File: src/rtl/ring_counter_pkg.sv
// Shared encodings for the ring/Johnson pattern generator.
package ring_counter_pkg;

  // Pattern select as seen on the mode input and held in mode_q.
  typedef enum logic {
    MODE_RING    = 1'b0,
    MODE_JOHNSON = 1'b1
  } mode_e;

  // Shift direction as seen on the dir input.
  typedef enum logic {
    DIR_LEFT  = 1'b0,
    DIR_RIGHT = 1'b1
  } dir_e;

endpackage

File: src/rtl/tick_prescaler.sv
// Free-running divide-by-DIV prescaler producing a one-cycle step strobe.
module tick_prescaler #(
  parameter int DIV = 1000000
) (
  input  logic clk,
  input  logic rst,
  input  logic en,
  output logic tick
);

  localparam int CW = (DIV > 1) ? $clog2(DIV) : 1;
  localparam logic [CW-1:0] LAST = CW'(DIV - 1);

  logic [CW-1:0] cnt;

  // Count 0..DIV-1 while enabled, wrap to 0, hold while disabled.
  always_ff @(posedge clk or posedge rst) begin
    if (rst) begin
      cnt <= '0;
    end else if (en) begin
      cnt <= (cnt == LAST) ? '0 : cnt + 1'b1;
    end
  end

  // Strobe is combinational so it lines up with the terminal count; forced
  // low during reset because DIV=1 makes the cleared count terminal.
  assign tick = en && !rst && (cnt == LAST);

endmodule

File: src/rtl/ring_counter_gen.sv
// Prescaled ring / Johnson counter with direction control, parallel load and
// a wrap pulse marking each return to the running pattern's seed.
module ring_counter_gen
  import ring_counter_pkg::*;
#(
  parameter int WIDTH = 8,
  parameter int DIV   = 1000000
) (
  input  logic             clk,
  input  logic             rst,
  input  logic             en,
  input  logic             mode,
  input  logic             dir,
  input  logic             load,
  input  logic [WIDTH-1:0] load_val,
  output logic [WIDTH-1:0] count,
  output logic             tick,
  output logic             wrap
);

  localparam logic [WIDTH-1:0] RING_SEED    = {1'b1, {(WIDTH-1){1'b0}}};
  localparam logic [WIDTH-1:0] JOHNSON_SEED = '0;

  function automatic logic [WIDTH-1:0] seed_of(input mode_e m);
    return (m == MODE_RING) ? RING_SEED : JOHNSON_SEED;
  endfunction

  function automatic logic is_onehot(input logic [WIDTH-1:0] v);
    return (v != '0) && ((v & (v - 1'b1)) == '0);
  endfunction

  mode_e            mode_in;
  dir_e             dir_in;
  mode_e            mode_q;
  logic [WIDTH-1:0] step_count;

  assign mode_in = mode_e'(mode);
  assign dir_in  = dir_e'(dir);

  tick_prescaler #(
    .DIV (DIV)
  ) u_prescaler (
    .clk  (clk),
    .rst  (rst),
    .en   (en),
    .tick (tick)
  );

  // Next pattern for a normal step in the latched mode and current direction.
  always_comb begin
    step_count = count;
    if (mode_q == MODE_RING) begin
      if (dir_in == DIR_RIGHT) step_count = {count[0], count[WIDTH-1:1]};
      else                     step_count = {count[WIDTH-2:0], count[WIDTH-1]};
    end else begin
      if (dir_in == DIR_RIGHT) step_count = {~count[0], count[WIDTH-1:1]};
      else                     step_count = {count[WIDTH-2:0], ~count[WIDTH-1]};
    end
  end

  // Pattern register: load beats tick; a mode change or corrupt ring pattern
  // reseeds instead of stepping, and only a normal step may raise wrap.
  always_ff @(posedge clk or posedge rst) begin
    if (rst) begin
      count  <= RING_SEED;
      mode_q <= MODE_RING;
      wrap   <= 1'b0;
    end else begin
      wrap <= 1'b0;
      if (load) begin
        count  <= load_val;
        mode_q <= mode_in;
      end else if (tick) begin
        if (mode_in != mode_q) begin
          count  <= seed_of(mode_in);
          mode_q <= mode_in;
        end else if ((mode_q == MODE_RING) && !is_onehot(count)) begin
          count <= RING_SEED;
        end else begin
          count <= step_count;
          wrap  <= (step_count == seed_of(mode_q));
        end
      end
    end
  end

endmodule

File: config.mk
export PLATFORM = sky130hd
export DESIGN_NAME = ring_counter_gen
export DESIGN_NICKNAME = d
export VERILOG_FILES = /design/src/rtl/ring_counter_pkg.sv /design/src/rtl/tick_prescaler.sv /design/src/rtl/ring_counter_gen.sv
export SDC_FILE = /design/constraint.sdc
export NUM_CORES = 1
export LEC_CHECK = 0
export ABC_CLOCK_PERIOD_IN_PS = 1900
export CORE_ASPECT_RATIO = 0.6
export CORE_MARGIN = 3
export CORE_UTILIZATION = 42
export DETAILED_ROUTE_END_ITERATION = 8
export PLACE_DENSITY = 0.66
export SKIP_CTS_REPAIR_TIMING = 1
export SLEW_MARGIN = 0
export SYNTH_ARGS = -nofsm -noshare
export SYNTH_HDL_FRONTEND = slang
export SYNTH_SLANG_ARGS = --single-unit
export TNS_END_PERCENT = 5
File: constraint.sdc
create_clock -name clk -period 1.9 [get_ports clk]
set_clock_uncertainty 0.1 [all_clocks]
set_input_delay 0.19 -clock clk [delete_from_list [all_inputs] [get_ports clk]]
set_output_delay 0.19 -clock clk [all_outputs]
set_load 0.01 [all_outputs]
==> flow_summary.yaml <==
clocking:
  cts-root-buf: "sky130_fd_sc_hd__clkbuf_8"
  clk_buf_depth: 2
  cts_buffers: 5
  clk_lat_worst_skew_ns: 0.28
  htreeDepth: 2
  cts.sink_count: 30
  worst_setup_hold_path_clk_slew_ns: 0.06
  cts_tree: "done"
logic_synthesis:
  ys_ff_latch: 30
  number_of_flops_mapped_to_enable_cells_by_yosys: 0
  synth_simple_gate_area_share_pct: 23.16
  synth_top_area_share_pct: 40.96
  mappedNetlistNets: 201
  post_synth_instance_area_um2: 1772
  postSynthCellCount: 186
  postSynthAreaPerCell_um2: 9.525
  synthFlopType: "sky130_fd_sc_hd__dfrtp_1"
  yosysMostFrequentCell: "sky130_fd_sc_hd__dfrtp_1"
  post_synth_main_area_contributors: "sky130_fd_sc_hd__dfrtp_1 (41%), sky130_fd_sc_hd__xnor2_1 (5.9%), sky130_fd_sc_hd__mux2i_1 (5.1%), sky130_fd_sc_hd__xor2_1 (4.9%), sky130_fd_sc_hd__nor2_1 (3.8%)"
  synth-adder-area-share_pct: 0.7062
  synth_top_cell_by_area: "sky130_fd_sc_hd__dfrtp_1"
  synth-xor-area-share_pct: 10.88
  synth-warning-count: 0
  synthesized_area_fraction_occupied_by_ao_oa_aoi_and_oai_cells_pct: 12.08
  synth.area.mux_share_pct: 5.720
  synthDistinctLibCells: 41
  synth_common_cells: "sky130_fd_sc_hd__dfrtp_1 (29), sky130_fd_sc_hd__nor2_1 (18), sky130_fd_sc_hd__nand2_1 (13)"
  largest_family_of_logic_cells_by_synthesized_area: "simple AND/OR/NAND/NOR gates"
  synth-seq-area-share_pct: 42.44
  async_reset_ff_share_pct: 100.0
placement:
  placedInstanceArea_um2: 2296
  numPlacedInstances: 290
  detailed_place_hpwl_mm: 3.438
  place_congestion: 0.8720
  number_of_buffers_added_on_ports: 23
  place_ws_ns: -0.1894
worst_setup_path:
  crit_type: "register to register"
  timing.critical_path.slowest_cell_delay_ns: 0.57
  cp.arrival_ns: 2.21
  worst_path_dominant_cell_family: "simple AND/OR/NAND/NOR gates"
  worstPathMaxFanout: 7
  rrSetupSlack_ns: -0.21
  critical_path_required_ns: 1.99
  timing.critical_path.to_type: "register"
  cp_num_buf_inv: 0
  crit-reg2reg-launch: "count[2]"
  cells_along_the_critical_path: "or4_4, nor3_4, mux2i_1, o31a_2, o31ai_4"
  start_kind: "register"
  timing.rr.end: "count[0]"
  crit_slowest_cell: "sky130_fd_sc_hd__or4_4"
  rr_worst_depth: 5
cells_and_area:
  layout.core_utilization_pct: 63.99
  num_antenna_cells: 0
  finalNonFillerCells: 299
  layout-area-overhead-vs-synth_pct: 39.05
  sequential_cell_area_um2: 753.2
  fillerInstances: 327
  stdcell_area_um2: 2464
  post_route_cells_drive_above_1_share_pct: 27.69
  final_nets: 256
  multi_input_comb_area_um2: 985.9
timing:
  worst_path_setup_slack_after_routing_ns: -0.2136
  hold_slack_ns: 0.2980
  hold_viol_final: 0
  timing.final.crit_share_pct: 111.2
  setup_violators_final: 7
  final.min_clock_period_ns: 2.114
  slew_at_the_pin_with_the_worst_max_slew_slack_ns: 0.3697
  worst_slew_margin_rel_pct: 75.35
  max_slew_violations: 0
  fmax_mhz: 473.1
  rsz0062_at_grt: "yes"
drt:
  drt_first_iter_violations: 139
  detail_route.wirelength_mm: 4.523
  wl_per_cell_um: 15.13
  via_count_normalized_by_instance_count: 5.321
  route.antenna.remaining_nets: 0
  total_vias_in_the_final_route: 1591
  route.detailed.drc: 0
  number_of_detailed_routing_iterations_run_before_antenna_repair: 5
power:
  power_leakage_nw: 1.102
  pwr_density_cell_nw_per_um2: 814.1
  power.ir.vdd_worst_mv: 0.3842
global_route:
  grt_antenna_before_repair: 0
  grt_pass1_wl_mm: 7.272
  grt.overflow.total: 0
  grt_max_degree: 31
  first_global_vias: 1480
  grt_util_all_layers_pct: 17.92
die:
  core_um2: 3850
  dieArea_um2: 5059
  fp.dieW_um: 89.85
  num_io_pins: 24
  initial_utilization_pct: 46.02
  vertical_die_dimension_um: 56.31
  floorplan.rows: 17
run:
  timing.max_cap.violations: 0
min_path:
  min_path_type: "input port to async pin"
status:
  result_of_the_run: "complete, but fails checks"
  failed_checks: "negative setup slack"
[layer usage]
metal / track usage (%) / routed length, µm
met1: 27.64 / 2314
met2: 24.25 / 1884
met5: 0 / 0
met3: 5.355 / 312
met4: 3.922 / 12
[per-stage QoR]
stage	setup TNS [ns]	total power, W
2_1_floorplan	-1.038	0.001114
3_3_place_gp	-0.8867	0.001341
3_5_place_dp	-1.184	0.001365
4_1_cts	-1.658	0.002002
6_report	-1.279	0.002006
5_1_grt	-1.669	0.002130
[flip-flops by register name, summed over array words and instances, names as in the netlist]
register         count
u_prescaler.cnt     20
count                8
mode_q               1
wrap                 1
[worst register-to-register path, stage by stage, from the launching register on]
cell	delay [ns]
sky130_fd_sc_hd__dfrtp_1	0.41
sky130_fd_sc_hd__or4_4	0.58
sky130_fd_sc_hd__nor3_4	0.17
sky130_fd_sc_hd__mux2i_1	0.10
sky130_fd_sc_hd__o31a_2	0.43
sky130_fd_sc_hd__o31ai_4	0.25
[kinds of logic (layout without fill, tap and decap cells)]
family,after synthesis,in the layout
multiplexers,10,10
adder cells (fa/ha/maj),1,1
AO/OA/AOI/OAI,29,29
buffers and inverters,20,76
flip-flops,30,30
XOR/XNOR,22,22
AND/OR/NAND/NOR,74,74
[worst max path at each step]
stage,from,endpoint,slack [ns],cells past startpoint
after detailed placement,count[2],count[0],-0.19,5
after global placement,en,tick,-0.15,7
after global routing,count[2],count[0],-0.26,5
after floorplan,count[2],count[0],-0.14,6
final,count[2],count[0],-0.21,5
after CTS,u_prescaler.cnt[11],tick,-0.45,5
[placed cells by master, fill, tap and decap left out, types with 2 or more instances in the layout]
master,count
sky130_fd_sc_hd__nand4_1,8
sky130_fd_sc_hd__nand2_1,13
sky130_fd_sc_hd__clkdlybuf4s50_1,22
sky130_fd_sc_hd__dfrtp_1,28
sky130_fd_sc_hd__inv_1,4
sky130_fd_sc_hd__xor2_1,10
sky130_fd_sc_hd__nor3_1,5
sky130_fd_sc_hd__mux2i_1,9
sky130_fd_sc_hd__and3_1,4
sky130_fd_sc_hd__o31ai_1,2
sky130_fd_sc_hd__nor4_1,4
sky130_fd_sc_hd__nor2_1,18
sky130_fd_sc_hd__clkbuf_8,5
sky130_fd_sc_hd__buf_4,39
sky130_fd_sc_hd__o31ai_2,5
sky130_fd_sc_hd__nand3_1,5
sky130_fd_sc_hd__nor4b_1,2
sky130_fd_sc_hd__xnor2_1,12
sky130_fd_sc_hd__a21oi_1,3
sky130_fd_sc_hd__nor2b_1,6
sky130_fd_sc_hd__a22oi_1,6
sky130_fd_sc_hd__clkinv_2,2
sky130_fd_sc_hd__o31a_1,2
[power breakdown]
part | internal, W | switching, W | leakage [nW]
sequential | 0.000732 | 0.0000859 | 0.388
combinational | 0.000302 | 0.000260 | 0.656
clock | 0.000385 | 0.000241 | 0.0579
total | 0.00142 | 0.000587 | 1.10
[area by class of cell]
class	count	area share (%)
inverters	6	1.067
clock inverters	3	1.625
repair buffers	62	21.03
multi-input cells	136	40.02
well taps	57	2.895
clock buffers	5	2.793
flip-flops and latches	30	30.57
(Power assumes the default switching activity.)
